==> src/rtl/vec_accum_seq.sv <==
// vec_accum_seq: accumulates a programmed number of input vectors into one
// result vector using a single combinational vec_add. The input and output
// sides each use a valid/ready handshake. Lanes are signed fixed-point values
// that wrap on overflow; there is no saturation.

// vec_add: lane-wise two's-complement adder. Each lane wraps modulo 2^FXP_N.
module vec_add #(
    parameter int ARR_WIDTH = 4,
    parameter int FXP_N     = 16
) (
    input  logic signed [ARR_WIDTH-1:0][FXP_N-1:0] in_1,
    input  logic signed [ARR_WIDTH-1:0][FXP_N-1:0] in_2,
    output logic signed [ARR_WIDTH-1:0][FXP_N-1:0] sum_out
);

    // Per-lane sum. The carry out of each lane is dropped, so lanes wrap.
    always_comb begin
        for (int i = 0; i < ARR_WIDTH; i++) begin
            sum_out[i] = in_1[i] + in_2[i];
        end
    end

endmodule

module vec_accum_seq #(
    parameter int ARR_WIDTH = 4,
    parameter int FXP_N     = 16,
    parameter int CNT_W     = 8
) (
    input  logic                                   clock,
    input  logic                                   reset_n,
    input  logic                                   start,
    input  logic [CNT_W-1:0]                       count,
    output logic                                   busy,
    output logic [CNT_W-1:0]                       beats_left,
    input  logic                                   in_valid,
    output logic                                   in_ready,
    input  logic signed [ARR_WIDTH-1:0][FXP_N-1:0] in_vec,
    output logic                                   out_valid,
    input  logic                                   out_ready,
    output logic signed [ARR_WIDTH-1:0][FXP_N-1:0] out_vec
);

    typedef enum logic [1:0] {
        IDLE  = 2'd0,
        ACCUM = 2'd1,
        DONE  = 2'd2
    } state_t;

    state_t state;
    state_t state_nxt;

    logic signed [ARR_WIDTH-1:0][FXP_N-1:0] acc;
    logic signed [ARR_WIDTH-1:0][FXP_N-1:0] sum;

    // Datapath controls decoded by the FSM.
    logic job_load;   // clear acc and load the beat counter
    logic beat_take;  // input handshake: fold in_vec into acc

    vec_add #(
        .ARR_WIDTH (ARR_WIDTH),
        .FXP_N     (FXP_N)
    ) u_vec_add (
        .in_1    (acc),
        .in_2    (in_vec),
        .sum_out (sum)
    );

    // State register. A reset mid-job drops the job; no partial result is emitted.
    // NOTE: non-blocking (<=) in clocked blocks, so every register samples pre-edge values.
    always_ff @(posedge clock or negedge reset_n) begin
        if (!reset_n) begin
            state <= IDLE;
        end else begin
            state <= state_nxt;
        end
    end

    // Next-state decode plus handshake outputs. start is acted on only in IDLE.
    // NOTE: every output gets a default first, so no path can infer a latch.
    always_comb begin
        state_nxt = state;
        in_ready  = 1'b0;
        out_valid = 1'b0;
        job_load  = 1'b0;
        beat_take = 1'b0;
        case (state)
            IDLE: begin
                if (start) begin
                    job_load  = 1'b1;
                    state_nxt = (count == '0) ? DONE : ACCUM;
                end
            end
            ACCUM: begin
                in_ready = 1'b1;
                if (in_valid) begin
                    beat_take = 1'b1;
                    if (beats_left == CNT_W'(1)) begin
                        state_nxt = DONE;
                    end
                end
            end
            DONE: begin
                out_valid = 1'b1;
                if (out_ready) begin
                    state_nxt = IDLE;
                end
            end
            default: begin
                state_nxt = IDLE;
            end
        endcase
    end

    // Accumulator and beat counter. Both hold in DONE and IDLE, so the result
    // stays stable for the whole output stall and remains readable afterwards.
    always_ff @(posedge clock or negedge reset_n) begin
        if (!reset_n) begin
            acc        <= '0;
            beats_left <= '0;
        end else if (job_load) begin
            acc        <= '0;
            beats_left <= count;
        end else if (beat_take) begin
            acc        <= sum;
            beats_left <= beats_left - CNT_W'(1);
        end
    end

    assign busy    = (state != IDLE);
    assign out_vec = acc;

endmodule

==> config.mk <==
export PLATFORM = sky130hd
export DESIGN_NAME = vec_accum_seq
export DESIGN_NICKNAME = d
export VERILOG_FILES = /design/src/rtl/vec_accum_seq.sv
export SDC_FILE = /design/constraint.sdc
export NUM_CORES = 1
export LEC_CHECK = 0
export CAP_MARGIN = 20
export CORE_MARGIN = 2
export CORE_UTILIZATION = 30
export DETAILED_ROUTE_END_ITERATION = 10
export GPL_ROUTABILITY_DRIVEN = 0
export RECOVER_POWER = 50
export SYNTH_ARGS = -nofsm -noshare
export SYNTH_HDL_FRONTEND = slang
export SYNTH_SLANG_ARGS = --single-unit
==> constraint.sdc <==
create_clock -name clock -period 5.7 [get_ports clock]
set_clock_uncertainty 0.05 [all_clocks]
set_input_delay 0.855 -clock clock [delete_from_list [all_inputs] [get_ports clock]]
set_output_delay 0.855 -clock clock [all_outputs]
set_load 0.005 [all_outputs]
After elaboration in Yosys (flattened, before gate mapping)
Cells that the tools add are included.

word-level totals
  flip-flop bits (word level) = 74
  input bits = 77
  output and inout port bits = 75
  logic and storage cells = 39

operators by class
  $add $sub $neg = 5
  equality and inequality tests = 7
  mux-type cells = 16
  reductions and logical operators = 5

operators by type and width
  kind                 count
  $mux 64              2
  $add 16x16->16       4
  $mux 8               2
  $mux 2               5
  $eq 8x1->1 const B   1
  $logic_not 8->1      1
  $ne 2x2->1 const B   4
  $sub 8x1->8 const B  1
  $mux 1               6
  $pmux 2 s3           1
  $reduce_and 4->1     1
  $reduce_bool 2->1    2
  $eq 2x1->1 const B   1
  $eq 2x2->1 const B   1
  $logic_not 2->1      1

Longest topological paths before layout
Gate-level depths: netlist of the first run.

  word-level depth = 4
  mapped depth = 9

By module
Synthesis of the first run repeated with hierarchy kept, for this count alone.

second synthesis, totals
  cells, all modules = 573
  area, all modules = 5586.6 um^2

modules (own cells, without submodules)
  module         times used  cells each  area each (um^2)  seq. area each (um^2)
  vec_accum_seq  1           214         2885.3            1851.8
  vec_add        1           359         2701.3            0.0

Least setup slack after synthesis of the first run
OpenSTA, ideal clock, no wires.

  path kind = input to register
  from = input in_vec[48] (netlist name)
  to = register acc (netlist bit out_vec[60])
  data arrival time = 2.749 ns
  required time = 5.582 ns
  slack = 2.832 ns
  stages = 9
  cells stage by stage = ha_1 fa_1 a21o_1 a21oi_1 o21bai_1 a21oi_1 o22ai_1 or3_1 nand3_1

between the ends
  word-level cells in the longest chain between the ends = 3

ends and longest elaborated chain
  what                  line  text
  from (decl)           38    input logic signed [ARR_WIDTH-1:0][FXP_N-1:0] in_vec,
  $add 16x16->16        19    sum_out[i] = in_1[i] + in_2[i];
  $mux 64               124   end else if (beat_take) begin
  $mux 64               121   end else if (job_load) begin
  to (signal assigned)  125   acc <= sum;
  to (decl)             53    logic signed [ARR_WIDTH-1:0][FXP_N-1:0] acc;

No other way between the ends. The select of a mux whose other input is x is not followed.
A chain may end at the register's enable or synchronous reset.

Worst setup path after layout of the first run
  from = input in_valid
  to = register acc (netlist bit out_vec[60])

between the ends
  word-level cells in the longest chain between the ends = 3

ends and longest elaborated chain
  what                                line  text
  from (decl)                         36    input logic in_valid,
  $mux 1                              96    if (in_valid) begin
  $mux 1                              87    case (state)
  $reduce_bool 2->1 (no source line)  --

No other way between the ends.

==> results.cfg, run 1 <==
[die]
io_pins = 152
initial_utilization = 0.309
row_count = 49
die_w_um = 141
die_h_um = 141
dieArea_sq_um = 19800
core_area_sq_um = 18100

[logic_synthesis]
seq_area_frac_synth = 0.331
synth_top_flop_cell = dfrtp_1
syn_inst = 644
yosysTopAreaCellShare = 0.331
yosysWarnings = 0
synthTopCellsByCount = 96 x nand2_1, 74 x dfrtp_1, 72 x o21ai_0
synth_most_common_cell = nand2_1
syn_area_per_cell_sq_um = 8.70
synth_top_cell_by_area = dfrtp_1
syn_nets = 787
synth_cell_types = 60
synth_area_leaders = dfrtp_1 33%, ha_1 14%, o21ai_0 6.4%, nand2_1 6.4%, a21oi_1 5.1%
syn-cell-area_sq_um = 5600
async_flop_share = 1.00
synth_edf_count = 0
synth_seq_cells = 74

[setup_path]
cp.required_ns = 5.87
timing.reg2reg.setup_slack_ns = 2.05
worst_r2r_endpoint = out_vec[60]
cp.arrival_ns = 4.26
slowest_stage = clkbuf_1
cp_num_buf_inv = 3
critPathKind = in -> reg
critPathMaxStageDelay_ns = 1.48
cp-start-kind = input port
reg2regPathDepth = 7
crit_family = buffers and inverters
crit_chain = dlygate4sd3_1 -> and2_2 -> clkbuf_1 -> nor2_4 -> buf_4 -> a21oi_1 -> nand3_1
cp-end-kind = flip-flop
crit_fanout = 37
reg2reg_from = state[1]

[timing]
setup_slack_ns = 1.61
tightest_slew_ns = 2.07
fin_hold_ws_ns = 0.258
slew_headroom = -0.383
setup_violations = 0
period_needed_ns = 4.09
slew_violations = 37
max_freq_mhz = 244
hold_viol = 0
rsz0062_at_grt = false
setup-tns-final_ns = 0
fin_crit_sh = 0.718

[drt]
wl_per_cell_um = 15.7
drt-initial-drc-count = 121
viasPerCell = 5.11
drcViolationCount = 0
firstDrtPassIters = 5
wl_um = 16100
via_count = 5235
antenna_left = 0

[power_and_ir_drop]
swShare = 0.410
powerDensity_nw_per_um2 = 491
max-vdd-ir-drop_mv = 0.317
p_total_mw = 3.79
p_sw_mw = 1.55
clkPwrFrac = 0.173
pwr-share-comb = 0.577
internal_power_mw = 2.24
p_leak_nw = 3.40
power_frac_seq = 0.251

[cts]
cts_buffer_depth = 2
ctsHoldBuffers = 0
insertion_delay_ns = 0.34
tritoncts = yes
cts_buffers = 9
cts_resized = 0
clk_pin_slew_ns = 0.06
htreeDepth = 3
cts.sinks = 74
cts_setup_buffers = 0
root_buffer = clkbuf_16

[min_path]
min_path_type = in -> async

[run_status]
status = finished with violations
violations = capacitance limit, slew limit

[global_routing]
track_usage = 0.165
grt_pass1_vias = 5209
grt_pass1_wl_um = 26400
grt_overflow_total = 0
grt_max_degree = 74
antenna_found_initial = 1

[run]
max_cap_viol_count = 1

[cells_and_area]
n_antenna_cell = 0
nFillCells = 1858
nNetsFinal = 934
fin_cells = 1025
drive_above_1_share = 0.0440
area_delta_synth_final_pct = 37.8

[placed_design]
port_buffers = 151
hpwl_um = 11600
placedCellCount = 1008
place_ws_ns = 2.08
[kinds of logic after synthesis]
group,Yosys count,synth area share
flops,74,0.331
fa+ha+maj,66,0.153
compound gates,229,0.258
mux,3,0.00536
xor+xnor,48,0.0750
simple gates,186,0.152
buf+inv,38,0.0266
[cells in the final DEF (no fill, tap or decap), types with 6 or more instances in the layout]
cell	synthesis	routed
a211oi_1	16	16
a21o_1	20	20
a21oi_1	57	57
clkbuf_16	0	9
clkdlybuf4s50_1	0	121
dfrtp_1	74	74
dlygate4sd3_1	0	29
ha_1	62	62
inv_1	17	17
nand2_1	96	96
nand3_1	10	10
nand4_1	9	9
nor2_1	29	28
nor3_1	12	12
nor4_1	6	6
o21a_1	10	10
o21ai_0	72	72
o21bai_1	10	10
o31ai_1	7	7
xnor2_1	26	26
xor2_1	22	22
[flip-flops by register name (all words and copies together), names as in the netlist]
register,count
state,2
out_vec,64
beats_left,8
[power groups by stage]
stage / Combinational (mW) / Clock (mW) / Sequential [mW]
final: 2.18 / 0.654 / 0.950
after global routing: 2.46 / 0.693 / 0.993
after CTS: 2.23 / 0.679 / 0.959
after detailed placement: 2.22 / 0 / 0.963
after global placement: 2.20 / 0 / 0.963
after floorplan: 1.37 / 0 / 0.937
[worst max path at each step]
stage / startpoint / end / cells past startpoint / slack, ns
3_3_place_gp: in_vec[0] / out_vec[12] / 10 / 2.09
2_1_floorplan: in_vec[48] / out_vec[60] / 9 / 2.83
4_1_cts: in_vec[0] / out_vec[12] / 10 / 2.46
5_1_grt: in_valid / out_vec[60] / 7 / 1.31
6_report: in_valid / out_vec[60] / 7 / 1.61
3_5_place_dp: in_vec[0] / out_vec[12] / 10 / 2.08
[routing by layer]
| metal | wire (um) | vias to the layer above | global-route usage |
|---|---|---|---|
| met5 | 13 | - | 0 |
| met4 | 163 | 2 | 0.0379 |
| met3 | 898 | 14 | 0.0438 |
| met2 | 7290 | 121 | 0.269 |
| met1 | 7720 | 2432 | 0.220 |
| li1 | - | 2666 | - |
[final cells by class]
| class | count | area [sq um] | share of cell area |
|---|---|---|---|
| clock buffer | 12 | 267 | 0.0345 |
| inverter | 17 | 63.8 | 0.00827 |
| clock inverter | 4 | 72.6 | 0.00940 |
| tap | 229 | 287 | 0.0371 |
| sequential | 74 | 1850 | 0.240 |
| timing repair buffer | 157 | 1570 | 0.203 |
| multi-input combinational | 532 | 3610 | 0.468 |
[metrics by stage]
| step | cell area, sq um | util |
|---|---|---|
| after floorplan | 5600 | - |
| after global placement | 7360 | 0.406 |
| after detailed placement | 7360 | 0.406 |
| after CTS | 7700 | 0.424 |
| after global routing | 7720 | 0.425 |
| final | 7720 | 0.425 |
(Power assumes the default switching activity.)
==> inputs of run 2 (changes only) <==
clock period = 3.8 ns   (was 5.7 ns; I/O delays follow)
==> results.cfg, run 2 (synthesized netlist as in run 1, its figures left out) <==
[run_status]
status = finished with violations
violations = capacitance limit, slew limit

[cts]
insertion_delay_ns = 0.34
htreeDepth = 3
clk_pin_slew_ns = 0.06
cts_buffer_depth = 2
cts_buffers = 9
cts.sinks = 74
cts_setup_buffers = 0
tritoncts = yes
root_buffer = clkbuf_16
cts_resized = 0
ctsHoldBuffers = 0

[setup_path]
crit_fanout = 35
crit_chain = dlygate4sd3_1 -> and2_2 -> clkbuf_1 -> nand2_1 -> nor3_1 -> a211oi_1 -> a21oi_1
reg2reg_from = state[1]
crit_family = buffers and inverters
cp-start-kind = input port
cp_num_buf_inv = 2
cp-end-kind = flip-flop
reg2regPathDepth = 7
critPathKind = in -> reg
worst_r2r_endpoint = out_vec[63]
slowest_stage = clkbuf_1
cp.arrival_ns = 3.41
timing.reg2reg.setup_slack_ns = 0.78
cp.required_ns = 4.01
critPathMaxStageDelay_ns = 1.39

[timing]
rsz0062_at_grt = false
slew_violations = 92
slew_headroom = -0.284
fin_hold_ws_ns = 0.361
fin_crit_sh = 0.842
max_freq_mhz = 313
tightest_slew_ns = 1.93
setup_violations = 0
setup-tns-final_ns = 0
period_needed_ns = 3.20
hold_viol = 0
setup_slack_ns = 0.601

[die]
core_area_sq_um = 18100
initial_utilization = 0.309
dieArea_sq_um = 19800
row_count = 49
die_h_um = 141
io_pins = 152
die_w_um = 141

[cells_and_area]
n_antenna_cell = 0
final_common_cell = clkdlybuf4s50_1
final_core_util = 0.426
nFillCells = 1793
largest_reg_flops = 64
fin_cells = 1025
nNetsFinal = 934
layout_common_cells = 121 x clkdlybuf4s50_1, 95 x nand2_1, 74 x dfrtp_1, 72 x o21ai_0, 62 x ha_1
drive_above_1_share = 0.0452
design_area_sq_um = 7720
area_delta_synth_final_pct = 37.9

[drt]
antenna_left = 0
viasPerCell = 5.10
firstDrtPassIters = 4
drcViolationCount = 0
drt-initial-drc-count = 182
wl_um = 15900
met2_length_um = 7260
routed.top_layer = met4
wl_met1_um = 7570
via_count = 5230
wl_met3_um = 909
wl_per_cell_um = 15.5

[run]
max_cap_viol_count = 2

[global_routing]
grt_max_degree = 75
grt_pass1_wl_um = 25900
grt_pass1_vias = 5178
antenna_found_initial = 0
grt_overflow_total = 0
track_usage = 0.162

[placed_design]
port_buffers = 151
placed_area_sq_um = 7370
placedCellCount = 1008
hpwl_um = 11500
place_ws_ns = 0.493

[power_and_ir_drop]
p_leak_nw = 3.41
max-vdd-ir-drop_mv = 0.374
powerDensity_nw_per_um2 = 744
p_total_mw = 5.74

[min_path]
min_path_type = in -> async
run 2: worst max path at each step:
stage / start / end / cells after the start
after global routing: in_valid / out_vec[63] / 7
final: in_valid / out_vec[63] / 7
after floorplan: in_vec[48] / out_vec[60] / 9
after global placement: in_vec[0] / out_vec[12] / 10
after detailed placement: in_vec[0] / out_vec[12] / 10
after CTS: in_vec[0] / out_vec[12] / 10
run 2: final cells by class:
class                           count  area (sq um)  area share
Clock inverter                      5           100      0.0130
Clock buffer                       11           253      0.0327
Tap cell                          229           287      0.0371
Multi-Input combinational cell    532          3610       0.468
Inverter                           17          63.8     0.00826
Sequential cell                    74          1850       0.240
Timing Repair Buffer              157          1560       0.202
run 2: per-layer routing:
layer | track usage | up-vias
li1 | - | 2663
met3 | 0.0431 | 11
met4 | 0.0379 | 0
met5 | 0 | -
met1 | 0.219 | 2435
met2 | 0.260 | 121
run 2: report_power, final:
group,leakage (nW),internal (mW),switching (mW)
combinational,2.28,1.62,1.67
clock,0.176,0.676,0.356
sequential,0.953,1.12,0.303
